[src/rtl/mdio_pkg.sv]
// Shared constants, widths and FSM encoding for the MDIO responder.
package mdio_pkg;

  localparam int unsigned FRAME_BITS = 32;
  localparam int unsigned CNT_W      = 5;
  localparam int unsigned ADDR_W     = 5;
  localparam int unsigned DATA_W     = 16;
  // Header shift register: 11 stored bits plus the bit arriving on this rise.
  localparam int unsigned HDR_W      = 11;

  localparam logic [1:0] ST_CODE  = 2'b01;
  localparam logic [1:0] OP_WRITE = 2'b01;
  localparam logic [1:0] OP_READ  = 2'b10;

  // Bit indices where header fields complete.
  localparam int unsigned ST_LAST  = 1;
  localparam int unsigned OP_LAST  = 3;
  localparam int unsigned PHY_LAST = 8;
  localparam int unsigned HDR_LAST = 13;
  localparam int unsigned TA_LAST  = 15;

  typedef enum logic [2:0] {
    IDLE   = 3'd0,
    HEADER = 3'd1,
    WRITE  = 3'd2,
    READ   = 3'd3,
    SKIP   = 3'd4
  } state_e;

endpackage

[src/rtl/mdio_receiver_mdc_edge_detect.sv]
// MDC edge detector: one-clk rise/fall indications relative to the previous clk.
module mdc_edge_detect (
  input  logic clk,
  input  logic reset,
  input  logic mdc_i,
  output logic rise_c_o,
  output logic fall_c_o
);

  logic mdc_q;

  // Remember MDC from the previous clk.
  always_ff @(posedge clk) begin
    if (reset) mdc_q <= 1'b0;
    else       mdc_q <= mdc_i;
  end

  assign rise_c_o = mdc_i & ~mdc_q;
  assign fall_c_o = ~mdc_i & mdc_q;

endmodule

[src/rtl/mdio_receiver.sv]
// Clause-22 MDIO responder: deserialises frames, strobes the register memory,
// and serialises read data back towards the generator.
module mdio_receiver
  import mdio_pkg::*;
#(
  parameter logic [ADDR_W-1:0] PHY_ADDR = 5'd0
) (
  input  logic              clk,
  input  logic              reset,
  input  logic              MDC,
  input  logic              MDIO_OUT,
  input  logic              MDIO_OE,
  output logic              MDIO_IN,
  output logic              MDIO_DONE,
  output logic [ADDR_W-1:0] ADDR,
  output logic [DATA_W-1:0] WR_DATA,
  output logic              MEM_WR,
  output logic              MEM_RD,
  input  logic [DATA_W-1:0] RD_DATA
);

  localparam logic [CNT_W-1:0] IDX_ST   = CNT_W'(ST_LAST);
  localparam logic [CNT_W-1:0] IDX_OP   = CNT_W'(OP_LAST);
  localparam logic [CNT_W-1:0] IDX_PHY  = CNT_W'(PHY_LAST);
  localparam logic [CNT_W-1:0] IDX_HDR  = CNT_W'(HDR_LAST);
  localparam logic [CNT_W-1:0] IDX_TA   = CNT_W'(TA_LAST);
  localparam logic [CNT_W-1:0] IDX_LAST = CNT_W'(FRAME_BITS - 1);

  logic rise_c, fall_c;

  state_e              state_q, state_d;
  logic [CNT_W-1:0]    cnt_q, cnt_d;
  logic [HDR_W-1:0]    hdr_q, hdr_d;
  logic [ADDR_W-1:0]   addr_q, addr_d;
  logic [DATA_W-1:0]   wr_data_q, wr_data_d;
  logic [DATA_W-1:0]   rd_sh_q, rd_sh_d;
  logic                mdio_in_q, mdio_in_d;
  logic                done_q, done_d;
  logic                mem_wr_q, mem_wr_d;
  logic                mem_rd_q, mem_rd_d;
  logic                rd_pend_q, rd_pend_d;

  logic [CNT_W-1:0]    next_idx;
  logic [HDR_W:0]      hdr_next;

  mdc_edge_detect u_edge (
    .clk      (clk),
    .reset    (reset),
    .mdc_i    (MDC),
    .rise_c_o (rise_c),
    .fall_c_o (fall_c)
  );

  assign next_idx = cnt_q + CNT_W'(1);
  // Header bits so far, newest bit in the LSB.
  assign hdr_next = {hdr_q, MDIO_OUT};

  // FSM state register.
  always_ff @(posedge clk) begin
    if (reset) state_q <= IDLE;
    else       state_q <= state_d;
  end

  // FSM next-state: header field checks happen on the rise completing each field.
  always_comb begin
    state_d = state_q;
    case (state_q)
      IDLE: begin
        if (rise_c && MDIO_OE) state_d = HEADER;
      end
      HEADER: begin
        if (rise_c) begin
          if (next_idx == IDX_ST && hdr_next[1:0] != ST_CODE) begin
            state_d = IDLE;
          end else if (next_idx == IDX_OP && hdr_next[1:0] != OP_WRITE
                       && hdr_next[1:0] != OP_READ) begin
            state_d = SKIP;
          end else if (next_idx == IDX_PHY && hdr_next[4:0] != PHY_ADDR) begin
            state_d = SKIP;
          end else if (next_idx == IDX_HDR) begin
            state_d = (hdr_next[11:10] == OP_WRITE) ? WRITE : READ;
          end
        end
      end
      WRITE: begin
        if (rise_c && (!MDIO_OE || next_idx == IDX_LAST)) state_d = IDLE;
      end
      READ, SKIP: begin
        if (rise_c && next_idx == IDX_LAST) state_d = IDLE;
      end
      default: state_d = IDLE;
    endcase
  end

  // FSM outputs and datapath next values.
  always_comb begin
    cnt_d     = cnt_q;
    hdr_d     = hdr_q;
    addr_d    = addr_q;
    wr_data_d = wr_data_q;
    rd_sh_d   = rd_sh_q;
    mdio_in_d = mdio_in_q;
    done_d    = 1'b0;
    mem_wr_d  = 1'b0;
    mem_rd_d  = 1'b0;
    rd_pend_d = mem_rd_q;
    // Memory data is valid the clk after the read strobe.
    if (rd_pend_q) rd_sh_d = RD_DATA;
    case (state_q)
      IDLE: begin
        cnt_d     = '0;
        mdio_in_d = 1'b0;
        if (rise_c && MDIO_OE) hdr_d = {{(HDR_W-1){1'b0}}, MDIO_OUT};
      end
      HEADER: begin
        if (rise_c) begin
          cnt_d = next_idx;
          hdr_d = hdr_next[HDR_W-1:0];
          if (next_idx == IDX_HDR) begin
            addr_d   = hdr_next[4:0];
            mem_rd_d = (hdr_next[11:10] == OP_READ);
          end
        end
      end
      WRITE: begin
        if (rise_c) begin
          cnt_d = next_idx;
          if (MDIO_OE) begin
            if (next_idx > IDX_TA) wr_data_d = {wr_data_q[DATA_W-2:0], MDIO_OUT};
            if (next_idx == IDX_LAST) begin
              mem_wr_d = 1'b1;
              done_d   = 1'b1;
            end
          end
        end
      end
      READ: begin
        if (rise_c) begin
          cnt_d = next_idx;
          if (next_idx == IDX_LAST) begin
            done_d    = 1'b1;
            mdio_in_d = 1'b0;
          end
        end else if (fall_c && cnt_q >= IDX_TA) begin
          mdio_in_d = rd_sh_q[DATA_W-1];
          rd_sh_d   = {rd_sh_q[DATA_W-2:0], 1'b0};
        end
      end
      SKIP: begin
        if (rise_c) cnt_d = next_idx;
      end
      default: begin
        cnt_d     = '0;
        mdio_in_d = 1'b0;
      end
    endcase
  end

  // Datapath and output registers.
  always_ff @(posedge clk) begin
    if (reset) begin
      cnt_q     <= '0;
      hdr_q     <= '0;
      addr_q    <= '0;
      wr_data_q <= '0;
      rd_sh_q   <= '0;
      mdio_in_q <= 1'b0;
      done_q    <= 1'b0;
      mem_wr_q  <= 1'b0;
      mem_rd_q  <= 1'b0;
      rd_pend_q <= 1'b0;
    end else begin
      cnt_q     <= cnt_d;
      hdr_q     <= hdr_d;
      addr_q    <= addr_d;
      wr_data_q <= wr_data_d;
      rd_sh_q   <= rd_sh_d;
      mdio_in_q <= mdio_in_d;
      done_q    <= done_d;
      mem_wr_q  <= mem_wr_d;
      mem_rd_q  <= mem_rd_d;
      rd_pend_q <= rd_pend_d;
    end
  end

  assign MDIO_IN   = mdio_in_q;
  assign MDIO_DONE = done_q;
  assign ADDR      = addr_q;
  assign WR_DATA   = wr_data_q;
  assign MEM_WR    = mem_wr_q;
  assign MEM_RD    = mem_rd_q;

endmodule

[config.mk]
export PLATFORM = sky130hd
export DESIGN_NAME = mdio_receiver
export DESIGN_NICKNAME = d
export VERILOG_FILES = /design/src/rtl/mdio_pkg.sv /design/src/rtl/mdio_receiver_mdc_edge_detect.sv /design/src/rtl/mdio_receiver.sv
export SDC_FILE = /design/constraint.sdc
export NUM_CORES = 1
export LEC_CHECK = 0
export ABC_AREA = 1
export CORE_ASPECT_RATIO = 0.7
export CORE_MARGIN = 2
export CORE_UTILIZATION = 49
export CTS_CLUSTER_SIZE = 10
export DETAILED_ROUTE_END_ITERATION = 10
export HOLD_SLACK_MARGIN = 0.1
export PLACE_DENSITY = 0.77
export SYNTH_ARGS = -nofsm -noshare
export SYNTH_HDL_FRONTEND = slang
export SYNTH_SLANG_ARGS = --single-unit
[constraint.sdc]
create_clock -name clk -period 2.2 [get_ports clk]
set_input_delay 0.44 -clock clk [delete_from_list [all_inputs] [get_ports clk]]
set_output_delay 0.44 -clock clk [all_outputs]
set_load 0.05 [all_outputs]
== Word-level counts from Yosys, hierarchy flattened ==
Cells that the tools add are included.

* Input bits: 21
* Word-level logic and storage cells: 95
* Output and inout bits: 25
* Register bits: 62

* Reduce and logical (&&, ||, !) cells: 24
* Mux-type cells: 26
* $lt $le $gt $ge: 2
* Equal/unequal tests: 20
* $add $sub $neg: 1
* Bitwise operators: 10

{| class="wikitable"
|+ Operators by type and width
! cell !! count
|-
| 16-bit 2-to-1 mux || 4
|-
| 3-bit 2-to-1 mux || 8
|-
| 11-bit 2-to-1 mux || 2
|-
| 11-bit case mux with 2 select lines || 1
|-
| 3-bit case mux with 4 select lines || 1
|-
| 5-bit by 4-bit == test with 1-bit output (second input constant) || 2
|-
| 2-bit != test (second input constant) || 5
|-
| 3-bit AND reduction || 3
|-
| 1-bit logical AND || 8
|-
| 1-bit 2-to-1 mux || 8
|-
| 1-bit inverter || 8
|-
| 4-bit OR reduction || 2
|-
| 3-bit by 2-bit == test with 1-bit output (second input constant) || 2
|-
| 3-bit != test (second input constant) || 2
|-
| 2-bit OR reduction || 3
|-
| 5-bit by 1-bit adder with 5-bit output (second input constant) || 1
|-
| 5-bit by 1-bit == test with 1-bit output (second input constant) || 1
|-
| 5-bit by 2-bit == test with 1-bit output (second input constant) || 1
|-
| 5-bit == test (second input constant) || 1
|-
| 5-bit by 4-bit >= comparator with 1-bit output (second input constant) || 1
|-
| 5-bit by 4-bit > comparator with 1-bit output (second input constant) || 1
|-
| 5-bit != test (second input constant) || 1
|-
| 5-bit AND reduction || 1
|-
| 5-bit nonzero test || 1
|-
| other kinds (13) || 15
|}

== Longest topological paths before layout ==
Gate-level depths: netlist of run 1.

* Depth after elaboration: 8
* Gate-level depth with buffers: 13
* Mapped depth without buffers: 13

== Hierarchy ==
Synthesis of run 1 repeated with hierarchy kept, for this count alone.

* Cell total of the unflattened synthesis: 382
* Area total of the unflattened synthesis: 2801.4 um2

{| class="wikitable"
|+ Modules (own cells, without submodules)
! module !! cells each !! seq. area each (um2) !! times used !! area each (um2)
|-
| mdio_receiver || 376 || 1221.2 || 1 || 2762.6
|-
| mdc_edge_detect || 6 || 20.0 || 1 || 38.8
|}

== Least setup slack after synthesis of run 1 ==
OpenSTA, ideal clock, no wires.

* Kind: flip-flop to flip-flop
* Start point: register cnt_q[1]
* End point: register state_q[0]
* Path slack: 0.234 ns
* Cell stages (with the launch flop): 11
* Clock period less this slack: 1.966 ns
* Arrival time: 1.853 ns
* Path buffers: 0
* Data required time: 2.087 ns
* Library setup time: 0.113 ns
* Cells stage by stage: dfxtp_1 -> ha_1 -> nand2_1 -> nor2_1 -> ha_1 -> nor2_1 -> nand4_1 -> a21oi_1 -> nand2_1 -> nor2_1 -> nor2_1

* Cells in the longest elaborated chain, start to end: 8
* Elaborated cells on any way between the ends: 22
* Classes of those cells: 1 x add/sub; 8 x eq/ne; 5 x mux; 8 x reduce/logical

{| class="wikitable"
|+ Ends and longest elaborated chain
! item !! line !! text
|-
| start, declared || mdio_receiver.sv:32 || <nowiki>logic [CNT_W-1:0] cnt_q, cnt_d;</nowiki>
|-
| start signal, assigned || mdio_receiver.sv:173 || <nowiki>cnt_q <= cnt_d;</nowiki>
|-
| 5-bit by 1-bit adder with 5-bit output * || mdio_receiver.sv:54 || <nowiki>assign next_idx = cnt_q + CNT_W'(1);</nowiki>
|-
| 5-bit by 4-bit == test with 1-bit output or 5-bit by 2-bit == test with 1-bit output (tied branches) || mdio_receiver.sv:78, mdio_receiver.sv:75 ||
|-
| 1-bit logical AND (on tied branches) || mdio_receiver.sv:78, mdio_receiver.sv:75 ||
|-
| 3-bit 2-to-1 mux or 1-bit logical AND (tied branches) || mdio_receiver.sv:78, mdio_receiver.sv:76 ||
|-
| 3-bit 2-to-1 mux || mdio_receiver.sv:75 || <nowiki>end else if (next_idx == IDX_OP && hdr_next[1:0] != OP_WRITE</nowiki>
|-
| 3-bit 2-to-1 mux || mdio_receiver.sv:73 || <nowiki>if (next_idx == IDX_ST && hdr_next[1:0] != ST_CODE) begin</nowiki>
|-
| 3-bit 2-to-1 mux || mdio_receiver.sv:72 || <nowiki>if (rise_c) begin</nowiki>
|-
| 3-bit case mux with 4 select lines || mdio_receiver.sv:67 || <nowiki>case (state_q)</nowiki>
|-
| end signal, assigned || mdio_receiver.sv:61 || <nowiki>else state_q <= state_d;</nowiki>
|-
| end, declared || mdio_receiver.sv:31 || <nowiki>state_e state_q, state_d;</nowiki>
|}

Every way passes the cells marked *; elsewhere a longest branch is shown, timed or not. The select of a mux whose other input is x is not followed.
A chain may end at the register's enable or synchronous reset.

== Worst setup path after layout of run 1 ==
* Start point: register wr_data_q[3] (netlist: WR_DATA[3])
* End point: output WR_DATA[3]

{| class="wikitable"
|+ RTL lines
! item !! line !! text
|-
| start, declared || mdio_receiver.sv:35 || <nowiki>logic [DATA_W-1:0] wr_data_q, wr_data_d;</nowiki>
|-
| start signal, assigned || mdio_receiver.sv:176 || <nowiki>wr_data_q <= wr_data_d;</nowiki>
|-
| end, declared || mdio_receiver.sv:16 || <nowiki>output logic [DATA_W-1:0] WR_DATA,</nowiki>
|}

No word-level cell between the ends.

==> results of run 1 <==
-- worst max-delay path by stage --
stage                                  startpoint  cells past startpoint  slack (ns)                       to
after detailed placement                      MDC                      9        0.14  state_q[0]$_SDFFE_PP0P_
final                     WR_DATA[3]$_SDFFE_PP0P_                      1        0.19               WR_DATA[3]
after CTS                 WR_DATA[3]$_SDFFE_PP0P_                      1        0.18               WR_DATA[3]
after global placement                        MDC                      9        0.15  WR_DATA[0]$_SDFFE_PP0P_
after global routing        cnt_q[1]$_SDFFE_PP0P_                     11        0.02  state_q[0]$_SDFFE_PP0P_
after floorplan             cnt_q[1]$_SDFFE_PP0P_                     10        0.23  state_q[0]$_SDFFE_PP0P_
-- what timing repair did --
item / CTS / global route
endpoints found under the setup margin: 0 / 2
endpoints found under the hold margin: 0 / 0
gates resized for setup: 0 / 1
-- metrics by stage --
step	hold WS (ns)	worst slack (ns)
2_1_floorplan	0.4244	0.2342
3_3_place_gp	0.4116	0.1472
3_5_place_dp	0.4163	0.1444
4_1_cts	0.4268	0.1828
5_1_grt	0.4475	0.02484
6_report	0.4252	0.1936
-- flip-flops by register name, indices dropped and copies added, names as in the netlist --
| name | cells |
|---|---|
| rd_pend_q | 1 |
| WR_DATA | 16 |
| hdr_q | 11 |
| cnt_q | 5 |
| MDIO_IN | 1 |
| MEM_WR | 1 |
| MDIO_DONE | 1 |
| MEM_RD | 1 |
| u_edge.mdc_q | 1 |
| state_q | 3 |
| ADDR | 5 |
| rd_sh_q | 16 |
-- cells in the final DEF, fill, tap and decap left out, types with 3 or more instances in the layout --
master and n:
a211oi_1 3, a21oi_1 54, buf_4 14, clkbuf_8 9, clkdlybuf4s50_1 45, dfxtp_1 62
ha_1 4, inv_1 37, nand2_1 71, nand3_1 36, nand3b_1 3, nand4_1 5
nor2_1 25, o21ai_0 41
-- logic make-up after synthesis --
logic type | share of synthesized area
buf+inv | 0.09228
flops | 0.4401
xor+xnor | 0.008875
fa+ha+maj | 0.02218
compound gates | 0.1868
mux | 0.003993
simple gates | 0.2458
-- layout make-up --
type | instances | area, um^2 | area share
timing repair buffer | 61 | 595.6 | 0.1645
clock inverter | 7 | 97.59 | 0.02696
inverter | 39 | 146.4 | 0.04044
tap | 75 | 93.84 | 0.02592
sequential | 62 | 1241 | 0.3429
clock buffer | 9 | 123.9 | 0.03422
multi-input combinational | 259 | 1321 | 0.3650
-- worst min-delay path, cell delays in order, from the launching register on --
cell,delay (ns)
dfxtp_1,0.31
inv_1,0.05
nor2_1,0.03
-- power groups by stage --
stage	logic, W	clock network (W)	registers (W)
5_1_grt	0.000609	0.00119	0.00124
3_5_place_dp	0.000531	0	0.00126
2_1_floorplan	0.000374	0	0.00126
3_3_place_gp	0.000519	0	0.00126
6_report	0.000541	0.00111	0.00124
4_1_cts	0.000535	0.00114	0.00124
-- layer usage --
metal  GRT usage  vias up
met3     0.08482        6
li1            -     1363
met5           0        -
met4     0.06884        0
met2      0.3085       85
met1      0.2876     1169
==> run_results.csv, run 1 <==
group,metric,value,unit
drt,wirelength_routed,6200,um
synthesis,postSynthRegisterBits,62,
floorplanning,initial_utilization,0.5000,
layout,finish.utilization,0.6417,
drt,top_layer_used,"met4",
clock_network,clk_pin_slew,0.07,ns
critical_path,r2r_setup_slack,0.22,ns
timing,finalSetupTns,0,ns
drt,antenna_left,0,
synthesis,ys.flop_type,"dfxtp_1",
worst_hold_path,hold_path.startpoint,"MEM_RD$_SDFF_PP0_",
power_and_ir_drop,overall_power,0.002886,W
grt,grt_max_degree,32,
clock_network,cts_tree,"built",
layout,post_route_cells_drive_above_1_share,0.1030,
synthesis,postSynthCellCount,380,
critical_path,slowest_delay,0.83,ns
timing,clock.fmax,0.4984,GHz
drt,drt_pass1_iterations,5,
synthesis,most_common_cell_in_the_synthesized_netlist,"nand2_1",
layout,area_growth,28.35,%
grt,gr-usage-all-layers,0.2119,
worst_hold_path,hold_path.class,"reg -> reg",
floorplanning,die_width,94.68,um
synthesis,proportion_of_netlist_area_held_by_the_largest_area_contributor,0.4401,
worst_hold_path,whs_endpoint,"rd_pend_q$_SDFF_PP0_",
place,numPlacedInstances,496,
critical_path,required_time_at_the_worst_slack_endpoint,1.76,ns
place,hpwl,4237,um
synthesis,synthesis.yosys.warnings,0,
critical_path,path_max_fanout,3,
power_and_ir_drop,total_switching_power,0.0008700,W
timing,worst_max_slew_margin_expressed_relative_to_the_limit,0.6601,
synthesis,netlist-cell-type-count,29,
critical_path,timing.rr.end,"state_q[0]$_SDFFE_PP0P_",
clock_network,post_cts_buffers,0,
power_and_ir_drop,internal-power,0.002016,W
power_and_ir_drop,power.static_leakage,1.363,nW
timing,unrepaired_setup_endpoints_after_global_routing,"no",
grt,first_global_vias,2236,
floorplanning,design.core.area,5640,um^2
synthesis,synthesis.area,2820,um^2
timing,timing.clock.skew,0.01067,ns
timing,slew_at_the_pin_with_the_worst_max_slew_slack,0.5083,ns
drt,wl_per_instance,12.11,um
clock_network,numCtsBuffers,9,
critical_path,critical_path_buf_inv_count,1,
power_and_ir_drop,combPwrFrac,0.187,
clock_network,hold_buffers,0,
grt,grt_antenna_before_repair,0,
power_and_ir_drop,switching_share,0.3015,
synthesis,yosysTopAreaCell,"dfxtp_1",
drt,dr_total_vias,2623,
power_and_ir_drop,irDropWorstVdd,435.8,uV
power_and_ir_drop,pwr-share-seq,0.428,
power_and_ir_drop,powerDensity,797.2,nW/um^2
critical_path,type_of_the_worst_setup_path,"reg -> out",
synthesis,syn_area_per_cell,7.422,um^2
drt,met2_length,2678,um
layout,nets,458,
flow_run,drv.max_cap_violation_count,0,
grt,globalRouteOverflowTotal,0,
synthesis,synth_fp_nets,406,
timing,slew_viol_final,0,
floorplanning,num_rows,23,
critical_path,timing.rr.start,"cnt_q[2]$_SDFFE_PP0P_",
floorplanning,floorplan_die_height,67.48,um
drt,route.layer.met1.wl,3035,um
synthesis,yosysSeqAreaShare,0.4401,
drt,drt_iter0_drc,135,
timing,layout_min_cycle_time,2.006,ns
synthesis,synth.top_cells.by_count,"nand2_1 (71), dfxtp_1 (62), a21oi_1 (54), o21ai_0 (41), inv_1 (37)",
synthesis,number_of_synthesized_flops_with_an_enable_pin,0,
place,routabilityCongestion,0.8258,
floorplanning,design.portCount,46,
floorplanning,die_area,6388,um^2
layout,layout.cells.non_filler,512,
power_and_ir_drop,clock_network_power_share,0.384,
clock_network,clock_latency,0.36,ns
clock_network,clock_sink_count,62,
outcome,status,"complete, no violations",
clock_network,ctsLongestPathBuffers,2,
critical_path,crit_slowest_cell,"clkdlybuf4s50_1",
critical_path,timing.critical_path.arrival,1.57,ns
critical_path,endpoint_kind_of_the_worst_setup_timing_path,"output port",
layout,antenna-diode-count,0,
layout,postLayoutCellArea,3620,um^2
clock_network,htreeDepth,3,
drt,met3WireLength,434,um
clock_network,ctsRootBufferMaster,"clkbuf_8",
place,placement.cell_area,3396,um^2
drt,vias_per_cell,5.123,
synthesis,ys_async_sr_fraction,0,
critical_path,rr_worst_depth,9,
timing,setup_violations,0,
timing,final_hold_viol_count,0,
synthesis,synth_top_cells_by_area,"dfxtp_1 (44%), a21oi_1 (9.6%), nand2_1 (9.4%)",
grt,grt_pass1_wl,10260,um
critical_path,cp_top_family,"buffers and inverters",
layout,layout.filler_cells,509,
critical_path,critical_path.cell_chain,"clkdlybuf4s50_1",
place,numPortBuffers,45,
critical_path,crit_path_start_kind,"flip-flop",
worst_hold_path,whs_path_depth,2,
drt,remaining_drc_errors,0,
timing,min_period_over_period,0.9120,
No activity file was read; power rests on OpenSTA's default activity.
==> run 2: changes to the inputs <==
CTS_CLUSTER_DIAMETER = 100   (was default)
==> results of run 2 <==
Final layout, timing and power as in run 1 (identical DEF).
==> run 3: changes to the inputs <==
GPL_TIMING_DRIVEN = 0   (was default)
==> run_results.csv, run 3 (same netlist as run 1, synthesis figures left out) <==
group,metric,value,unit
layout,layout.cells.most_common,"nand2_1",
clock_network,numCtsBuffers,9,
floorplanning,design.core.area,5640,um^2
floorplanning,design.portCount,46,
clock_network,ctsRootBufferMaster,"clkbuf_8",
timing,worst_max_slew_margin_expressed_relative_to_the_limit,0.6613,
layout,post_route_cells_drive_above_1_share,0.1104,
timing,setup_violations,0,
critical_path,rr_worst_depth,11,
timing,layout_min_cycle_time,2.016,ns
worst_hold_path,hold_path.class,"reg -> reg",
floorplanning,die_width,94.68,um
timing,timing.clock.skew,0.008061,ns
place,routabilityCongestion,0.8534,
power_and_ir_drop,switching_share,0.3056,
power_and_ir_drop,power.static_leakage,1.353,nW
grt,grt_antenna_before_repair,0,
layout,layout.filler_cells,547,
clock_network,htreeDepth,3,
place,hpwl,4544,um
critical_path,critical_path.cell_chain,"ha_4, nand2_1, nor2_1, ha_4, nand2_1, nand3b_1, inv_1, nand3_1, inv_2, o21ai_0, a21oi_1",
drt,drt_iter0_drc,173,
critical_path,slowest_delay,0.41,ns
layout,nets,465,
critical_path,required_time_at_the_worst_slack_endpoint,2.46,ns
critical_path,critical_path_buf_inv_count,2,
drt,dr_total_vias,2693,
timing,slew_viol_final,0,
clock_network,hold_buffers,0,
power_and_ir_drop,clock_network_power_share,0.356,
critical_path,endpoint_kind_of_the_worst_setup_timing_path,"flip-flop",
clock_network,clk_pin_slew,0.07,ns
critical_path,timing.critical_path.arrival,2.28,ns
critical_path,crit_slowest_cell,"dfxtp_2",
floorplanning,die_area,6388,um^2
power_and_ir_drop,irDropWorstVdd,457.7,uV
drt,drt_pass1_iterations,5,
timing,final_hold_viol_count,0,
outcome,status,"complete, no violations",
critical_path,path_max_fanout,8,
drt,antenna_left,0,
layout,multi_input_area,1350,um^2
grt,grt_pass1_wl,10760,um
layout,finish.utilization,0.6417,
clock_network,ctsLongestPathBuffers,2,
clock_network,clock_latency,0.33,ns
layout,antenna-diode-count,0,
timing,slew_at_the_pin_with_the_worst_max_slew_slack,0.5064,ns
drt,wl_per_instance,12.80,um
place,numPortBuffers,45,
timing,clock.fmax,0.4959,GHz
grt,grt_max_degree,12,
clock_network,cts_tree,"built",
grt,first_global_vias,2366,
power_and_ir_drop,overall_power,0.002755,W
power_and_ir_drop,internal-power,0.001913,W
power_and_ir_drop,pwr-share-seq,0.448,
floorplanning,initial_utilization,0.5000,
power_and_ir_drop,powerDensity,761.2,nW/um^2
drt,remaining_drc_errors,0,
floorplanning,floorplan_die_height,67.48,um
clock_network,clock_sink_count,62,
timing,min_period_over_period,0.9165,
flow_run,drv.max_cap_violation_count,0,
floorplanning,num_rows,23,
drt,vias_per_cell,5.189,
critical_path,cp_top_family,"simple AND/OR/NAND/NOR gates",
layout,final_cell_mix,"nand2_1 (71), dfxtp_1 (60), a21oi_1 (53), clkdlybuf4s50_1 (45), o21ai_0 (41)",
critical_path,worst-path-stages,11,
layout,postLayoutCellArea,3620,um^2
layout,area_growth,28.35,%
place,placement.cell_area,3364,um^2
power_and_ir_drop,combPwrFrac,0.196,
power_and_ir_drop,total_switching_power,0.0008420,W
critical_path,type_of_the_worst_setup_path,"reg -> reg",
grt,gr-usage-all-layers,0.2173,
worst_hold_path,whs_path_depth,2,
grt,globalRouteOverflowTotal,0,
critical_path,crit_path_start_kind,"flip-flop",
drt,wirelength_routed,6645,um
layout,final-seq-area,1244,um^2
==> run 3: metrics by stage <==
stage          setup slack, ns  cells  hold slack (ns)  TNS (ns)
4_1_cts                0.05114    516           0.4290         0
6_report                0.1836    519           0.4300         0
5_1_grt               -0.01484    519           0.4654  -0.01484
2_1_floorplan           0.2342    380           0.4244         0
3_3_place_gp           -0.1730    500           0.4141    -1.947
3_5_place_dp           -0.2053    500           0.4158    -2.529
==> run 3: what timing repair did <==
| action | in CTS | in global routing |
|---|---|---|
| endpoints found under the setup margin | 7 | 12 |
| gates resized for setup | 4 | 5 |
| endpoints found under the hold margin | 0 | 0 |
| pin swaps | 0 | 3 |
| buffers inserted | 0 | 3 |
==> run 3: worst register-to-register path, stage by stage, from the launching register on <==
cell	delay (ns)
dfxtp_2	0.41
ha_4	0.18
nand2_1	0.06
nor2_1	0.19
ha_4	0.21
nand2_1	0.07
nand3b_1	0.17
inv_1	0.07
nand3_1	0.16
inv_2	0.17
o21ai_0	0.10
a21oi_1	0.15
==> run 3: cell type report <==
class,instances,area share
Tap cell,75,0.02592
Inverter,39,0.04044
Clock inverter,6,0.01694
Buffer,20,0.03146
Multi-Input combinational cell,259,0.3730
Sequential cell,62,0.3436
Clock buffer,10,0.03802
Timing Repair Buffer,48,0.1307
==> run 3: power groups by stage <==
stage               Combinational, W  Sequential [W]  Clock [W]
floorplan                   0.000374         0.00126          0
global placement            0.000509         0.00125          0
detailed placement          0.000518         0.00126          0
CTS                         0.000530         0.00123    0.00101
global route                0.000602         0.00124    0.00105
finish                      0.000539         0.00123   0.000982
==> run 3: routing by layer <==
| metal | global-route usage | routed length [um] |
|---|---|---|
| met5 | 0 | 0 |
| met4 | 0.06159 | 38 |
| met3 | 0.06362 | 456 |
| met2 | 0.3227 | 2898 |
| met1 | 0.3081 | 3252 |
==> run 3: path summary, 6_finish.rpt <==
kind                                       startpoint              endpoint  slack (ns)
worst max register to register  cnt_q[1]$_SDFFE_PP0P_  ADDR[4]$_SDFFE_PP0P_        0.18
worst min register to register      MEM_RD$_SDFF_PP0_  rd_pend_q$_SDFF_PP0_        0.43
worst max-delay path            cnt_q[1]$_SDFFE_PP0P_  ADDR[4]$_SDFFE_PP0P_        0.18
worst min-delay path                MEM_RD$_SDFF_PP0_  rd_pend_q$_SDFF_PP0_        0.43
